## src/rtl/shift_arbiter4.sv

```systemverilog
// -----------------------------------------------------------------------------
// shift_arbiter4
//
// Four-requester arbiter in front of a single external rotate unit (the
// "shifter"). A request is accepted from IDLE. Rotate requests (dir 2'b10 or
// 2'b01) are sequenced through the shifter. Pass-through requests (dir 2'b00
// or 2'b11) are returned straight from the latched operand. Every result goes
// out on a shared bus with a one-hot strobe for the owner.
//
// Configuration macro:
//   SHIFT_ARB_FIXED_PRIO_EN  - when defined, fixed priority (lowest index
//                              wins) and no round-robin pointer. When
//                              undefined (default), round-robin arbitration.
//
// Parameters:
//   WR_CYC   - cycles sh_write is held high per operation.
//   RUN_CYC  - cycles from sh_write falling to sh_result being sampled.
//
// Ports:
//   aclk, aresetn          clock (rising edge), async active-low reset
//   req_valid[3:0]         per-requester request
//   req_ready[3:0]         one-hot accept pulse
//   req_dir[7:0]           2 bits per requester (10 rotl, 01 rotr, else pass)
//   req_data[63:0]         16-bit operand per requester
//   req_amt[11:0]          3-bit rotate amount per requester
//   rsp_valid[3:0]         one-hot, one-cycle result strobe
//   rsp_data[15:0]         shared result bus, held between results
//   sh_enable, sh_write    shifter enable and register-load strobe
//   sh_direction[1:0]      shifter direction
//   sh_input[15:0]         shifter operand
//   sh_coeff[2:0]          shifter amount
//   sh_result[15:0]        shifter output
//   busy                   high in any state other than IDLE
//   grant_id[1:0]          index of the current owner, valid while busy
//
// Timing note: every output is a flop. The state register names the action
// taken on the coming clock edge. An accept at edge E0 makes req_ready
// visible for cycle T. LOAD edges raise sh_write for cycles T+1..T+WR_CYC.
// RUN edges hold sh_enable with sh_write low for RUN_CYC cycles. The CAPTURE
// edge samples sh_result, so rsp_valid is seen in cycle T+1+WR_CYC+RUN_CYC.
// The FSM is back in IDLE during the strobe cycle, so the next accept can land
// on the cycle right after it.
// -----------------------------------------------------------------------------
module shift_arbiter4 #(
  parameter int WR_CYC  = 2,
  parameter int RUN_CYC = 3
) (
  input  logic        aclk,
  input  logic        aresetn,
  input  logic [3:0]  req_valid,
  output logic [3:0]  req_ready,
  input  logic [7:0]  req_dir,
  input  logic [63:0] req_data,
  input  logic [11:0] req_amt,
  output logic [3:0]  rsp_valid,
  output logic [15:0] rsp_data,
  output logic        sh_enable,
  output logic        sh_write,
  output logic [1:0]  sh_direction,
  output logic [15:0] sh_input,
  output logic [2:0]  sh_coeff,
  input  logic [15:0] sh_result,
  output logic        busy,
  output logic [1:0]  grant_id
);

  // The phase counter only has to reach the larger of the two phase lengths minus one.
  localparam int MAX_CYC = (WR_CYC > RUN_CYC) ? WR_CYC : RUN_CYC;
  localparam int CNT_W   = (MAX_CYC > 1) ? $clog2(MAX_CYC) : 1;
  localparam logic [CNT_W-1:0] WR_LAST  = CNT_W'(WR_CYC - 1);
  localparam logic [CNT_W-1:0] RUN_LAST = CNT_W'(RUN_CYC - 1);

  typedef enum logic [2:0] {
    ST_IDLE    = 3'd0,
    ST_LOAD    = 3'd1,
    ST_RUN     = 3'd2,
    ST_CAPTURE = 3'd3,
    ST_BYPASS  = 3'd4
  } state_t;

  state_t           state_r;
  logic [CNT_W-1:0] cnt_r;
  logic [15:0]      lat_data_r;

  logic [3:0]  req_ready_r;
  logic [3:0]  rsp_valid_r;
  logic [15:0] rsp_data_r;
  logic        sh_enable_r;
  logic        sh_write_r;
  logic [1:0]  sh_direction_r;
  logic [15:0] sh_input_r;
  logic [2:0]  sh_coeff_r;
  logic        busy_r;
  logic [1:0]  grant_id_r;

  logic        pick_found_s;
  logic [1:0]  pick_idx_s;
  logic [1:0]  sel_dir_s;
  logic [15:0] sel_data_s;
  logic [2:0]  sel_amt_s;
  logic        sel_rotate_s;

  // One-hot encode a requester index.
  function automatic logic [3:0] onehot4(input logic [1:0] idx);
    return 4'b0001 << idx;
  endfunction

`ifdef SHIFT_ARB_FIXED_PRIO_EN

  // Fixed priority: scanning downwards leaves the lowest requesting index as the winner.
  always_comb begin
    pick_found_s = 1'b0;
    pick_idx_s   = 2'd0;
    for (int k = 3; k >= 0; k--) begin
      if (req_valid[k]) begin
        pick_found_s = 1'b1;
        pick_idx_s   = 2'(k);
      end else begin
        pick_found_s = pick_found_s;
      end
    end
  end

`else

  logic [1:0] ptr_r;
  logic [1:0] pick_cand_s;

  // Round-robin: scan offsets 3..0 from the pointer so the smallest offset wins.
  always_comb begin
    pick_found_s = 1'b0;
    pick_idx_s   = 2'd0;
    pick_cand_s  = 2'd0;
    for (int k = 3; k >= 0; k--) begin
      pick_cand_s = ptr_r + 2'(k);
      if (req_valid[pick_cand_s]) begin
        pick_found_s = 1'b1;
        pick_idx_s   = pick_cand_s;
      end else begin
        pick_found_s = pick_found_s;
      end
    end
  end

  // Pointer moves past the winner, and only on an accept.
  always_ff @(posedge aclk or negedge aresetn) begin
    if (!aresetn) begin
      ptr_r <= 2'd0;
    end else if (state_r == ST_IDLE && pick_found_s) begin
      ptr_r <= pick_idx_s + 2'd1;
    end else begin
      ptr_r <= ptr_r;
    end
  end

`endif

  // Payload mux for the winning requester.
  always_comb begin
    case (pick_idx_s)
      2'd0: begin
        sel_dir_s  = req_dir[1:0];
        sel_data_s = req_data[15:0];
        sel_amt_s  = req_amt[2:0];
      end
      2'd1: begin
        sel_dir_s  = req_dir[3:2];
        sel_data_s = req_data[31:16];
        sel_amt_s  = req_amt[5:3];
      end
      2'd2: begin
        sel_dir_s  = req_dir[5:4];
        sel_data_s = req_data[47:32];
        sel_amt_s  = req_amt[8:6];
      end
      2'd3: begin
        sel_dir_s  = req_dir[7:6];
        sel_data_s = req_data[63:48];
        sel_amt_s  = req_amt[11:9];
      end
      default: begin
        sel_dir_s  = 2'b00;
        sel_data_s = 16'h0000;
        sel_amt_s  = 3'd0;
      end
    endcase
    sel_rotate_s = (sel_dir_s == 2'b10) || (sel_dir_s == 2'b01);
  end

  // Main sequencer: state, phase counter, latched request and all registered outputs.
  always_ff @(posedge aclk or negedge aresetn) begin
    if (!aresetn) begin
      state_r        <= ST_IDLE;
      cnt_r          <= '0;
      lat_data_r     <= 16'h0000;
      req_ready_r    <= 4'b0000;
      rsp_valid_r    <= 4'b0000;
      rsp_data_r     <= 16'h0000;
      sh_enable_r    <= 1'b0;
      sh_write_r     <= 1'b0;
      sh_direction_r <= 2'b00;
      sh_input_r     <= 16'h0000;
      sh_coeff_r     <= 3'd0;
      busy_r         <= 1'b0;
      grant_id_r     <= 2'd0;
    end else begin
      case (state_r)
        ST_IDLE: begin
          rsp_valid_r <= 4'b0000;
          sh_enable_r <= 1'b0;
          sh_write_r  <= 1'b0;
          if (pick_found_s) begin
            req_ready_r <= onehot4(pick_idx_s);
            grant_id_r  <= pick_idx_s;
            lat_data_r  <= sel_data_s;
            busy_r      <= 1'b1;
            cnt_r       <= '0;
            if (sel_rotate_s) begin
              // Shifter operands are loaded here and stay put until the next rotate accept.
              sh_direction_r <= sel_dir_s;
              sh_input_r     <= sel_data_s;
              sh_coeff_r     <= sel_amt_s;
              state_r        <= ST_LOAD;
            end else begin
              state_r <= ST_BYPASS;
            end
          end else begin
            req_ready_r <= 4'b0000;
            busy_r      <= 1'b0;
            state_r     <= ST_IDLE;
          end
        end

        ST_LOAD: begin
          req_ready_r <= 4'b0000;
          sh_enable_r <= 1'b1;
          sh_write_r  <= 1'b1;
          if (cnt_r == WR_LAST) begin
            cnt_r   <= '0;
            state_r <= ST_RUN;
          end else begin
            cnt_r <= cnt_r + {{(CNT_W-1){1'b0}}, 1'b1};
          end
        end

        ST_RUN: begin
          sh_enable_r <= 1'b1;
          sh_write_r  <= 1'b0;
          if (cnt_r == RUN_LAST) begin
            cnt_r   <= '0;
            state_r <= ST_CAPTURE;
          end else begin
            cnt_r <= cnt_r + {{(CNT_W-1){1'b0}}, 1'b1};
          end
        end

        ST_CAPTURE: begin
          // RUN_CYC cycles have elapsed since sh_write fell; sample the shifter now.
          rsp_data_r  <= sh_result;
          rsp_valid_r <= onehot4(grant_id_r);
          sh_enable_r <= 1'b0;
          sh_write_r  <= 1'b0;
          busy_r      <= 1'b0;
          state_r     <= ST_IDLE;
        end

        ST_BYPASS: begin
          req_ready_r <= 4'b0000;
          rsp_data_r  <= lat_data_r;
          rsp_valid_r <= onehot4(grant_id_r);
          busy_r      <= 1'b0;
          state_r     <= ST_IDLE;
        end

        default: begin
          req_ready_r <= 4'b0000;
          rsp_valid_r <= 4'b0000;
          sh_enable_r <= 1'b0;
          sh_write_r  <= 1'b0;
          busy_r      <= 1'b0;
          cnt_r       <= '0;
          state_r     <= ST_IDLE;
        end
      endcase
    end
  end

  assign req_ready    = req_ready_r;
  assign rsp_valid    = rsp_valid_r;
  assign rsp_data     = rsp_data_r;
  assign sh_enable    = sh_enable_r;
  assign sh_write     = sh_write_r;
  assign sh_direction = sh_direction_r;
  assign sh_input     = sh_input_r;
  assign sh_coeff     = sh_coeff_r;
  assign busy         = busy_r;
  assign grant_id     = grant_id_r;

endmodule

```

## config.mk

```make
export PLATFORM = sky130hd
export DESIGN_NAME = shift_arbiter4
export DESIGN_NICKNAME = d
export VERILOG_FILES = /design/src/rtl/shift_arbiter4.sv
export SDC_FILE = /design/constraint.sdc
export NUM_CORES = 1
export LEC_CHECK = 0
export CELL_PAD_IN_SITES_DETAIL_PLACEMENT = 1
export CELL_PAD_IN_SITES_GLOBAL_PLACEMENT = 2
export CORE_MARGIN = 4
export CORE_UTILIZATION = 24
export DETAILED_ROUTE_END_ITERATION = 7
export HOLD_SLACK_MARGIN = 0.02
export PLACE_DENSITY_LB_ADDON = 0.2
export SETUP_SLACK_MARGIN = 0.02
export SYNTH_ARGS = -nofsm -noshare
export SYNTH_HDL_FRONTEND = slang
export SYNTH_SLANG_ARGS = --single-unit
```

## constraint.sdc

```tcl
create_clock -name aclk -period 2.8 [get_ports aclk]
set_input_delay 0.28 -clock aclk [delete_from_list [all_inputs] [get_ports aclk]]
set_output_delay 0.28 -clock aclk [all_outputs]
set_load 0.05 [all_outputs]
```

==> results of run 1 <==
## synthesized netlist by cell type, types with 10 or more instances
cell	instances
sky130_fd_sc_hd__a21oi_1	11
sky130_fd_sc_hd__mux2i_1	16
sky130_fd_sc_hd__inv_1	27
sky130_fd_sc_hd__a22oi_1	22
sky130_fd_sc_hd__a22o_1	36
sky130_fd_sc_hd__nand2_1	79
sky130_fd_sc_hd__nand3b_1	17
sky130_fd_sc_hd__a222oi_1	19
sky130_fd_sc_hd__dfrtp_1	73
sky130_fd_sc_hd__mux2_4	10
sky130_fd_sc_hd__mux2_2	11
sky130_fd_sc_hd__clkbuf_1	24
## path summary, 6_finish.rpt
kind | slack [ns] | cells past startpoint | to | from
setup reg to reg | 0.15 | 13 | sh_input[1] | ptr_r[1]
setup / recovery | 0.14 | 13 | sh_input[1] | req_valid[0]
min in group aclk | 0.48 | 2 | lat_data_r[1] | lat_data_r[1]
max in group asynchronous | 2.05 | 1 | sh_coeff[1] | aresetn
hold / removal | 0.1 | 1 | rsp_valid[3] | aresetn
hold reg to reg | 0.48 | 2 | lat_data_r[1] | lat_data_r[1]
## placed cells by master (no fill, tap or decap), drive strengths merged
master	count
nand3b	17
nand2b	3
bufinv	3
a222oi	19
nand3	1
and2	2
mux2	21
nor2b	7
clkinv	1
a21o	1
ha	5
clkdlybuf4s50	154
o221ai	1
a31oi	1
o21ai	9
a31o	3
clkbuf	12
a32oi	2
a22o	36
mux2i	16
inv	27
a22oi	22
xnor2	1
dfrtp	73
xor2	1
o32ai	4
a21oi	13
a211oi	1
nor2	9
o22ai	3
o21ba	1
a211o	1
clkinvlp	1
nand2	79
buf	35
## registers in the layout, indices dropped and copies added (netlist names)
register and flops:
ptr_r 2, sh_coeff 3, sh_enable 1, req_ready 4, cnt_r 2, rsp_data 16, lat_data_r 16, sh_input 16
rsp_valid 4, busy 1, state_r 3, sh_write 1, sh_direction 2, grant_id 2
## power breakdown
group	leakage [nW]	internal [mW]	switching [mW]	total [mW]
logic	1.75	2.05	2.80	4.85
registers	0.923	1.53	0.388	1.92
clock network	0.166	0.894	0.454	1.35
## cells by family (layout without fill, tap and decap cells)
group | count (synthesis) | after routing | share of synthesized area
muxes | 37 | 37 | 0.106
buffers and inverters | 62 | 233 | 0.0672
AOI/OAI and AO/OA | 117 | 117 | 0.228
adders and majority gates | 5 | 5 | 0.0153
and+or+nand+nor | 118 | 118 | 0.132
DFF | 73 | 73 | 0.446
xor gates and xnor gates | 2 | 2 | 0.00611
## per-layer routing
| metal | GRT usage | vias to the layer above |
|---|---|---|
| met4 | 0.0448 | 0 |
| met2 | 0.242 | 124 |
| li1 | - | 1839 |
| met1 | 0.196 | 1908 |
| met3 | 0.0448 | 12 |
| met5 | 0 | - |
## layout make-up
class,instances,area (sq um)
fillers,1858,10200
multi-input cells,279,2020
repair buffers,190,1840
flip-flops and latches,73,1830
well taps,220,275
clock buffers,11,243
clock inverters,5,103
inverters,27,101
## worst reg2reg max path, cell delays in order (launching register included)
cell and delay [ns]:
sky130_fd_sc_hd__dfrtp_1 0.42, sky130_fd_sc_hd__nand2_1 0.09, sky130_fd_sc_hd__nand2_1 0.05, sky130_fd_sc_hd__a21oi_1 0.17
sky130_fd_sc_hd__o22ai_1 0.09, sky130_fd_sc_hd__buf_4 0.16, sky130_fd_sc_hd__inv_1 0.10, sky130_fd_sc_hd__ha_2 0.24
sky130_fd_sc_hd__a21oi_1 0.11, sky130_fd_sc_hd__a21oi_2 0.23, sky130_fd_sc_hd__xor2_2 0.18, sky130_fd_sc_hd__and2_4 0.20
sky130_fd_sc_hd__buf_12 0.14, sky130_fd_sc_hd__mux2_2 0.35
## what timing repair did
action,in CTS,in global routing
pin swaps,2,3
resized for setup,1,5
setup endpoints to repair,19,19
buffers inserted,2,1
gates cloned,0,1
==> results.md, run 1 <==
* Data arrival time of the critical path at 2.87 ns
* Initial DRT Pass Iterations at 6
* Fin. Hold Viols at 0
* Total number of yosys warnings at 0
* Height of the die at 139 microns
* Instance count of the mapped netlist at 414
* Placement Setup Slack at -0.438 ns
* Setup violators final at 0
* Post-DR vias/cell at 4.82
* Post-layout instance count excluding filler cells at 805
* Outcome: complete, no violations
* Number of nets in the layout at 691
* Number of buffers on the longest clock path at 2
* Mapped Area at 4100 sq um
* Maxcap violations at 0
* Clock H-tree levels at 3
* Period Utilization, post-route at 0.950
* Detailed Place HPWL at 10500 microns
* Via total after detailed routing at 3883
* Port bufs at 155
* Mean routed wirelength per cell at 18.2 microns
* Syn_area_per_cell at 9.90 sq um
* Number of global-route vias before repair at 4286
* Top-level port count at 156
* Static Leak at 2.84 nW
* Finished Cell Area at 6410 sq um
* Required time at the endpoint of the critical path at 3.01 ns
* Largest cells by area after synthesis: sky130_fd_sc_hd__dfrtp_1 45%, sky130_fd_sc_hd__a22o_1 7.7%, sky130_fd_sc_hd__nand2_1 7.2%
* Row count at 47
* Number of buffers and inverters on the critical path at 5
* Number of DRC markers in iteration 0 at 287
* Endpoint class of the critical path: flop
* Number of placed instances with taps included at 785
* Number of synthesized flops with an enable pin at 0
* Classification of the worst-slack hold path: in2async
* Core region area at 16600 sq um
* Fin. max-slew vios at 0
* Fin Hold WS at 0.0993 ns
* Area fraction of the dominant cell type after synthesis at 0.446
* Power density relative to cell area at 1270 nW/um^2
* Initial Utilization at 0.246
* Normalized max-slew margin at 0.340
* Number of buffers created by CTS at 9
* CTS Root Cell: sky130_fd_sc_hd__clkbuf_16
* Wirelength, routed at 14600 microns
* Number of distinct standard cells referenced by the synthesized netlist at 37
* Worst-margin pin slew at 0.991 ns
* Top Family by Delay on Critical Path: buffers and inverters
* Minimum period implied by the final worst setup slack at 2.66 ns
* Setup TNS at 0 ns
* Count of inserted antenna diode cells at 0
* Cell taking the most area after synthesis: sky130_fd_sc_hd__dfrtp_1
* Worst path slowest cell: sky130_fd_sc_hd__clkdlybuf4s50_1
* Combined global-route utilization of all metal layers at 0.150
* Met3 wirelength from detailed routing at 974 microns
* DRC viols at 0
* Wire length on met2 at 6820 microns
* Clock latency at the later pin of the worst-skew pair at 0.33 ns
* Cell-by-cell listing of the critical path: clkdlybuf4s50_1 -> inv_1 -> buf_4 -> o221ai_1 -> a21oi_2 -> inv_1 -> ha_2 -> a21oi_1 -> a21oi_2 -> xor2_2 -> and2_4 -> buf_12 -> mux2_2
* Instance area at placement at 5980 sq um
* Number of antenna violations at the first check in global routing at 0
* Clock transition at the register clock pins on the worst setup and hold paths after CTS at 0.06 ns
* Die area at 19200 sq um
* Share of layout cells above drive strength 1 at 0.145
* First-pass GRT wire length at 23400 microns
* Layout Utilization at 0.385
* Main synth FF type: sky130_fd_sc_hd__dfrtp_1
* Share of synthesized flip-flops with an asynchronous set or reset at 1.00
* Largest net degree at the start of global routing at 74
* Post-Route M1 WL at 6660 microns
* Area overhead of the layout relative to synthesis at 56.4%
* Highest routing layer actually used: met4
* Sum of overflow across all layers after global routing at 0
* Clk_skew at 0.00611 ns
* Sequential-to-total area share from yosys stat at 0.446
* Type of origin of the critical path: primary input
* Number of hold-repair buffers added at the cts stage at 0
* Slowest Stage Delay on Critical Path at 0.49 ns
* Die width at 139 microns
* Max rail drop VDD at 0.000391 V
* Clock sink total at 73
* Min setup slack post-route at 0.141 ns
* Overall power of the completed layout at 8.12 mW
* Worst setup path category: in2reg
* Total nets after synthesis at 525
* CP Max Fanout at 10
* Flop and latch count out of synthesis at 73
* Global placer's final weighted congestion at 0.739
* TritonCTS clock tree: built
* Count of antenna-violating nets left after detailed routing at 0
* F_max at 376 MHz
Power figures use the tool's default switching activity.
==> inputs of run 2 (changes only) <==
- PLACE_DENSITY: not set -> 0.77
- PLACE_DENSITY_LB_ADDON: 0.2 -> not set
- TNS_END_PERCENT: not set -> 10
==> results.md, run 2 (same netlist as run 1, synthesis figures left out) <==
* Number of global-route vias before repair at 4412 (+2.9%)
* Endpoint of the lowest-slack register-to-register path: sh_input[6]
* Outcome: complete, no violations
* Combined global-route utilization of all metal layers at 0.147 (-0.00289)
* Normalized max-slew margin at 0.359 (+0.0192)
* First-pass GRT wire length at 23200 microns (-0.89%)
* Clock H-tree levels at 3 (unchanged)
* Number of nets in the layout at 695 (+0.58%)
* Finished Cell Area at 6430 sq um (+0.37%)
* Clk_skew at 0.00367 ns (-0.00244 ns)
* Row count at 47 (unchanged)
* Most common library cell in the layout ignoring fill and taps: sky130_fd_sc_hd__clkdlybuf4s50_1
* Core region area at 16600 sq um (unchanged)
* Number of buffers and inverters on the critical path at 3 (-2)
* DRC viols at 0 (unchanged)
* Number of buffers created by CTS at 9 (unchanged)
* Min setup slack post-route at 0.111 ns (-0.0299 ns)
* TritonCTS clock tree: built
* Fin. max-slew vios at 0 (unchanged)
* Post-DR vias/cell at 4.89 (+1.4%)
* Static Leak at 2.86 nW (+0.56%)
* Via total after detailed routing at 3956 (+1.9%)
* CP Max Fanout at 7 (-3)
* Wirelength, routed at 14200 microns (-2.7%)
* Cell-by-cell listing of the critical path: nor2_2 -> a211o_1 -> a21oi_2 -> buf_6 -> clkinvlp_4 -> ha_4 -> nor2b_1 -> a21oi_2 -> xor2_2 -> and2_4 -> buf_4 -> mux2_2
* Most common cell on crit path: sky130_fd_sc_hd__a21oi_2
* Number of antenna violations at the first check in global routing at 0 (unchanged)
* Clock latency at the later pin of the worst-skew pair at 0.33 ns (about the same)
* Max rail drop VDD at 0.000398 V (+1.7%)
* Setup TNS at 0 ns (unchanged)
* Area overhead of the layout relative to synthesis at 57.0%
* Placement Setup Slack at -0.454 ns (-0.0164 ns)
* Commonest non-fill, non-tap cells in the layout: 152 x sky130_fd_sc_hd__clkdlybuf4s50_1, 79 x sky130_fd_sc_hd__nand2_1, 72 x sky130_fd_sc_hd__dfrtp_1
* Detailed Place HPWL at 10500 microns (+0.48%)
* Overall power of the completed layout at 8.05 mW (-0.86%)
* Sum of overflow across all layers after global routing at 0 (unchanged)
* Fin. Hold Viols at 0 (unchanged)
* Classification of the worst-slack hold path: in2async
* Worst path slowest cell: sky130_fd_sc_hd__dfrtp_1
* CTS Root Cell: sky130_fd_sc_hd__clkbuf_16
* Worst setup path category: reg2reg
* Setup violators final at 0 (unchanged)
* Maxcap violations at 0 (unchanged)
* Number of hold-repair buffers added at the cts stage at 0 (unchanged)
* Top-level port count at 156 (unchanged)
* F_max at 372 MHz (-1.1%)
* Worst-margin pin slew at 0.962 ns (-0.0288 ns)
* Clock sink total at 73 (unchanged)
* Global placer's final weighted congestion at 0.772 (+4.5%)
* Largest net degree at the start of global routing at 74 (unchanged)
* Count of inserted antenna diode cells at 0 (unchanged)
* Required time at the endpoint of the critical path at 3.02 ns (about the same)
* Period Utilization, post-route at 0.960 (+0.0107)
* Share of layout cells above drive strength 1 at 0.161 (+0.0160)
* Slack of the worst reg-to-reg path at 0.11 ns (-0.04 ns)
* Data arrival time of the critical path at 2.91 ns (+0.04 ns)
* Endpoint class of the critical path: flop
* Port bufs at 155 (unchanged)
* Die area at 19200 sq um (unchanged)
* Instance area at placement at 5940 sq um (-0.63%)
* Minimum period implied by the final worst setup slack at 2.69 ns (+0.0299 ns)
* Clock transition at the register clock pins on the worst setup and hold paths after CTS at 0.06 ns (about the same)
* Type of origin of the critical path: flop
* Initial DRT Pass Iterations at 5 (-1)
* Top Family by Delay on Critical Path: compound AO/OA/AOI/OAI gates
* Number of DRC markers in iteration 0 at 202 (-30%)
* Count of antenna-violating nets left after detailed routing at 0 (unchanged)
* Height of the die at 139 microns (unchanged)
* Number of buffers on the longest clock path at 2 (unchanged)
* Die width at 139 microns (unchanged)
* Unrepaired setup endpoints after global routing: true
* Initial Utilization at 0.246 (unchanged)
* Power density relative to cell area at 1250 nW/um^2 (-1.2%)
* Launch point of the critical path: ptr_r[0]
* Reg-to-reg critical path startpoint: ptr_r[0]
* FF-to-FF path depth at 12 (-1)
* Mean routed wirelength per cell at 17.6 microns (-3.2%)
* Slowest Stage Delay on Critical Path at 0.40 ns (-0.09 ns)
[run 2: metal layers]
layer	wire length, microns	track usage	share of wire	vias up
met5	0	0	0	-
met4	205	0.0484	0.014	0
met3	1230	0.0517	0.086	17
met2	6360	0.235	0.45	157
met1	6440	0.188	0.45	1932
li1	-	-	-	1850
[run 2: power by group]
| group | internal [mW] | leakage (nW) | switching (mW) |
|---|---|---|---|
| clock | 0.711 | 0.142 | 0.456 |
| combinational | 2.15 | 1.80 | 2.80 |
| sequential | 1.54 | 0.921 | 0.406 |
| total | 4.39 | 2.86 | 3.66 |
[run 2: how the worst max path moves through the flow]
stage / endpoint / slack (ns) / depth (start not counted)
6_report: sh_input[6] / 0.11 / 12
5_1_grt: sh_coeff[1] / -0.003 / 12
4_1_cts: sh_input[5] / 0.03 / 14
3_5_place_dp: sh_coeff[1] / -0.45 / 13
3_3_place_gp: sh_coeff[0] / -0.24 / 12
2_1_floorplan: sh_coeff[2] / 0.04 / 13
[run 2: what timing repair did]
| item | 4_1_cts | 5_1_grt |
|---|---|---|
| pin swaps | 1 | 6 |
| endpoints found under the setup margin | 19 | 27 |
| buffers inserted | 9 | 4 |
| cloned | 0 | 0 |
| endpoints found under the hold margin | 0 | 0 |
| gates resized for setup | 3 | 18 |
[run 2: final cells by class]
type                       instances  area [sq um]
fill                            1839         10200
multi-input combinational        279          2050
timing repair buffer             194          1880
sequential                        73          1830
tap                              220           275
clock buffer                      11           243
inverter                          27           105
clock inverter                     5          55.1
[run 2: worst reg2reg max path, stage by stage, from the launching register on]
cell                         delay (ns)
sky130_fd_sc_hd__dfrtp_1           0.40
sky130_fd_sc_hd__nor2_2            0.06
sky130_fd_sc_hd__a211o_1           0.28
sky130_fd_sc_hd__a21oi_2           0.15
sky130_fd_sc_hd__buf_6             0.14
sky130_fd_sc_hd__clkinvlp_4        0.14
sky130_fd_sc_hd__ha_4              0.21
sky130_fd_sc_hd__nor2b_1           0.14
sky130_fd_sc_hd__a21oi_2           0.18
sky130_fd_sc_hd__xor2_2            0.17
sky130_fd_sc_hd__and2_4            0.24
sky130_fd_sc_hd__buf_4             0.15
sky130_fd_sc_hd__mux2_2            0.32
[run 2: stage by stage]
step	util	hold WS, ns	std cells
CTS	0.380	0.136	805
floorplan	-	-0.0156	414
global placement	0.357	0.469	780
finish	0.387	0.0876	809
global route	0.387	0.186	809
detailed placement	0.357	0.475	780
==> inputs of run 3 (changes only) <==
- CTS_CLUSTER_SIZE: not set -> 16
- SETUP_SLACK_MARGIN: 0.02 -> not set
- SLEW_MARGIN: not set -> 30
==> results.md, run 3 (same netlist as run 1, synthesis figures left out) <==
* Outcome: finished with violations
* Failing checks: negative hold slack
* Count of antenna-violating nets left after detailed routing at 0 (unchanged)
* Power density relative to cell area at 1250 nW/um^2 (about the same)
* Height of the die at 139 microns (unchanged)
* Initial Utilization at 0.246 (unchanged)
* Fin. max-slew vios at 0 (unchanged)
* Number of placed instances with taps included at 780 (unchanged)
* Clk_skew at 0.00322 ns (-0.000454 ns)
* CP Max Fanout at 7 (unchanged)
* Endpoint class of the critical path: flop
* Worst setup path category: reg2reg
* Mean routed wirelength per cell at 17.6 microns (about the same)
* Fin Hold WS at -0.0266 ns (-0.114 ns)
* Number of buffers created by CTS at 9 (unchanged)
* Number of hold-repair buffers added at the cts stage at 0 (unchanged)
* Wirelength, routed at 14200 microns (about the same)
* Number of nets in the layout at 694 (-0.14%)
* TritonCTS clock tree: built
* Period Utilization, post-route at 0.961 (about the same)
* Area overhead of the layout relative to synthesis at 56.4%
* Commonest non-fill, non-tap cells in the layout: 153 x sky130_fd_sc_hd__clkdlybuf4s50_1, 79 x sky130_fd_sc_hd__nand2_1, 72 x sky130_fd_sc_hd__dfrtp_1
* Setup violators final at 0 (unchanged)
* Minimum period implied by the final worst setup slack at 2.69 ns (+0.000926 ns)
* Worst-margin pin slew at 0.694 ns (-0.268 ns)
* Classification of the worst-slack hold path: in2async
* Required time at the endpoint of the critical path at 3.02 ns (about the same)
* Share of layout cells above drive strength 1 at 0.158 (-0.00313)
* Initial DRT Pass Iterations at 4 (-1)
* Type of origin of the critical path: flop
* Normalized max-slew margin at 0.537 (+0.179)
* Placement Setup Slack at -0.454 ns (unchanged)
* Port bufs at 155 (unchanged)
* Count of inserted antenna diode cells at 0 (unchanged)
* Number of DRC markers in iteration 0 at 203 (+0.50%)
* Overall power of the completed layout at 8.02 mW (-0.41%)
* Combined global-route utilization of all metal layers at 0.147 (unchanged)
* Core region area at 16600 sq um (unchanged)
* Data arrival time of the critical path at 2.91 ns (about the same)
* Min setup slack post-route at 0.110 ns (-0.000926 ns)
* Clock sink total at 73 (unchanged)
* Static Leak at 2.84 nW (-0.55%)
* Clock latency at the later pin of the worst-skew pair at 0.33 ns (about the same)
* First-pass GRT wire length at 23200 microns (unchanged)
* Fin. Hold Viols at 45 (+45)
* Maxcap violations at 0 (unchanged)
* Unrepaired setup endpoints after global routing: true
* Top-level port count at 156 (unchanged)
* F_max at 372 MHz (about the same)
* Die width at 139 microns (unchanged)
* Clock H-tree levels at 3 (unchanged)
* DRC viols at 0 (unchanged)
* Largest net degree at the start of global routing at 74 (unchanged)
* Sum of overflow across all layers after global routing at 0 (unchanged)
* Die area at 19200 sq um (unchanged)
* Clock transition at the register clock pins on the worst setup and hold paths after CTS at 0.06 ns (about the same)
* Max rail drop VDD at 0.000399 V (+0.31%)
* Number of global-route vias before repair at 4412 (unchanged)
* CTS Root Cell: sky130_fd_sc_hd__clkbuf_16
* Number of buffers on the longest clock path at 2 (unchanged)
* Row count at 47 (unchanged)
* Most common library cell in the layout ignoring fill and taps: sky130_fd_sc_hd__clkdlybuf4s50_1
* Detailed Place HPWL at 10500 microns (unchanged)
* Number of antenna violations at the first check in global routing at 0 (unchanged)
* Post-DR vias/cell at 4.88 (-0.21%)
* Via total after detailed routing at 3943 (-0.33%)
* Global placer's final weighted congestion at 0.772 (unchanged)
* Post-layout instance count excluding filler cells at 808 (-0.12%)
-- run 3: changes by cell type in the layout (fill, tap and decap cells not counted) --
cell	delta
sky130_fd_sc_hd__buf_6	-2
sky130_fd_sc_hd__a22oi_1	+1
sky130_fd_sc_hd__buf_4	+1
sky130_fd_sc_hd__clkdlybuf4s50_1	+1
sky130_fd_sc_hd__a22oi_2	-1
sky130_fd_sc_hd__dlymetal6s2s_1	-1
-- run 3: worst paths after layout --
kind	endpoint	slack, ns	from	cells after the start
worst max-delay path	sh_input[0]	0.11	ptr_r[0]	12
worst min-delay path	req_ready[1]	-0.03	aresetn	1
worst max register to register	sh_input[0]	0.11	ptr_r[0]	12
worst min register to register	lat_data_r[0]	0.48	lat_data_r[0]	2
max in group asynchronous	ptr_r[1]	2.33	aresetn	1
min in group aclk	lat_data_r[0]	0.48	lat_data_r[0]	2
-- run 3: cell type report --
type	count	area (sq um)
fill	1842	10200
multi-input combinational	279	2040
timing repair buffer	193	1860
sequential	73	1830
tap	220	275
clock buffer	11	243
inverter	27	105
clock inverter	5	55.1
-- run 3: layer usage --
metal	wire, microns	vias up	global-route usage	part of all wire
met5	0	-	0	0
met4	200	0	0.0484	0.014
met1	6530	1929	0.188	0.46
li1	-	1849	-	-
met3	1150	17	0.0517	0.081
met2	6340	148	0.235	0.45
-- run 3: per-stage QoR --
step | utilization | setup TNS, ns | instance area, sq um
2_1_floorplan | - | 0 | 4100
3_3_place_gp | 0.357 | -4.11 | 5940
4_1_cts | 0.380 | 0 | 6330
3_5_place_dp | 0.357 | -9.32 | 5940
5_1_grt | 0.385 | -0.0128 | 6410
6_report | 0.385 | 0 | 6410
-- run 3: report_power, final --
group	total [mW]	internal, mW	switching (mW)
Combinational	4.91	2.12	2.79
Sequential	1.94	1.53	0.408
Clock	1.17	0.711	0.457
-- run 3: what timing repair did --
action,CTS,global route
endpoints found under the setup margin,19,26
pin swaps,1,6
setup buffers,9,3
resized for setup,3,13
-- run 3: worst max-delay path: stages, from the launching register on --
cell and delay [ns]:
sky130_fd_sc_hd__dfrtp_1 0.41, sky130_fd_sc_hd__nor2_2 0.06, sky130_fd_sc_hd__a211o_1 0.28, sky130_fd_sc_hd__a21oi_2 0.16, sky130_fd_sc_hd__buf_6 0.14, sky130_fd_sc_hd__clkinvlp_4 0.14
sky130_fd_sc_hd__ha_4 0.21, sky130_fd_sc_hd__nor2b_1 0.14, sky130_fd_sc_hd__a21oi_2 0.18, sky130_fd_sc_hd__xor2_2 0.17, sky130_fd_sc_hd__and2_4 0.23, sky130_fd_sc_hd__buf_4 0.14
sky130_fd_sc_hd__mux2_2 0.32
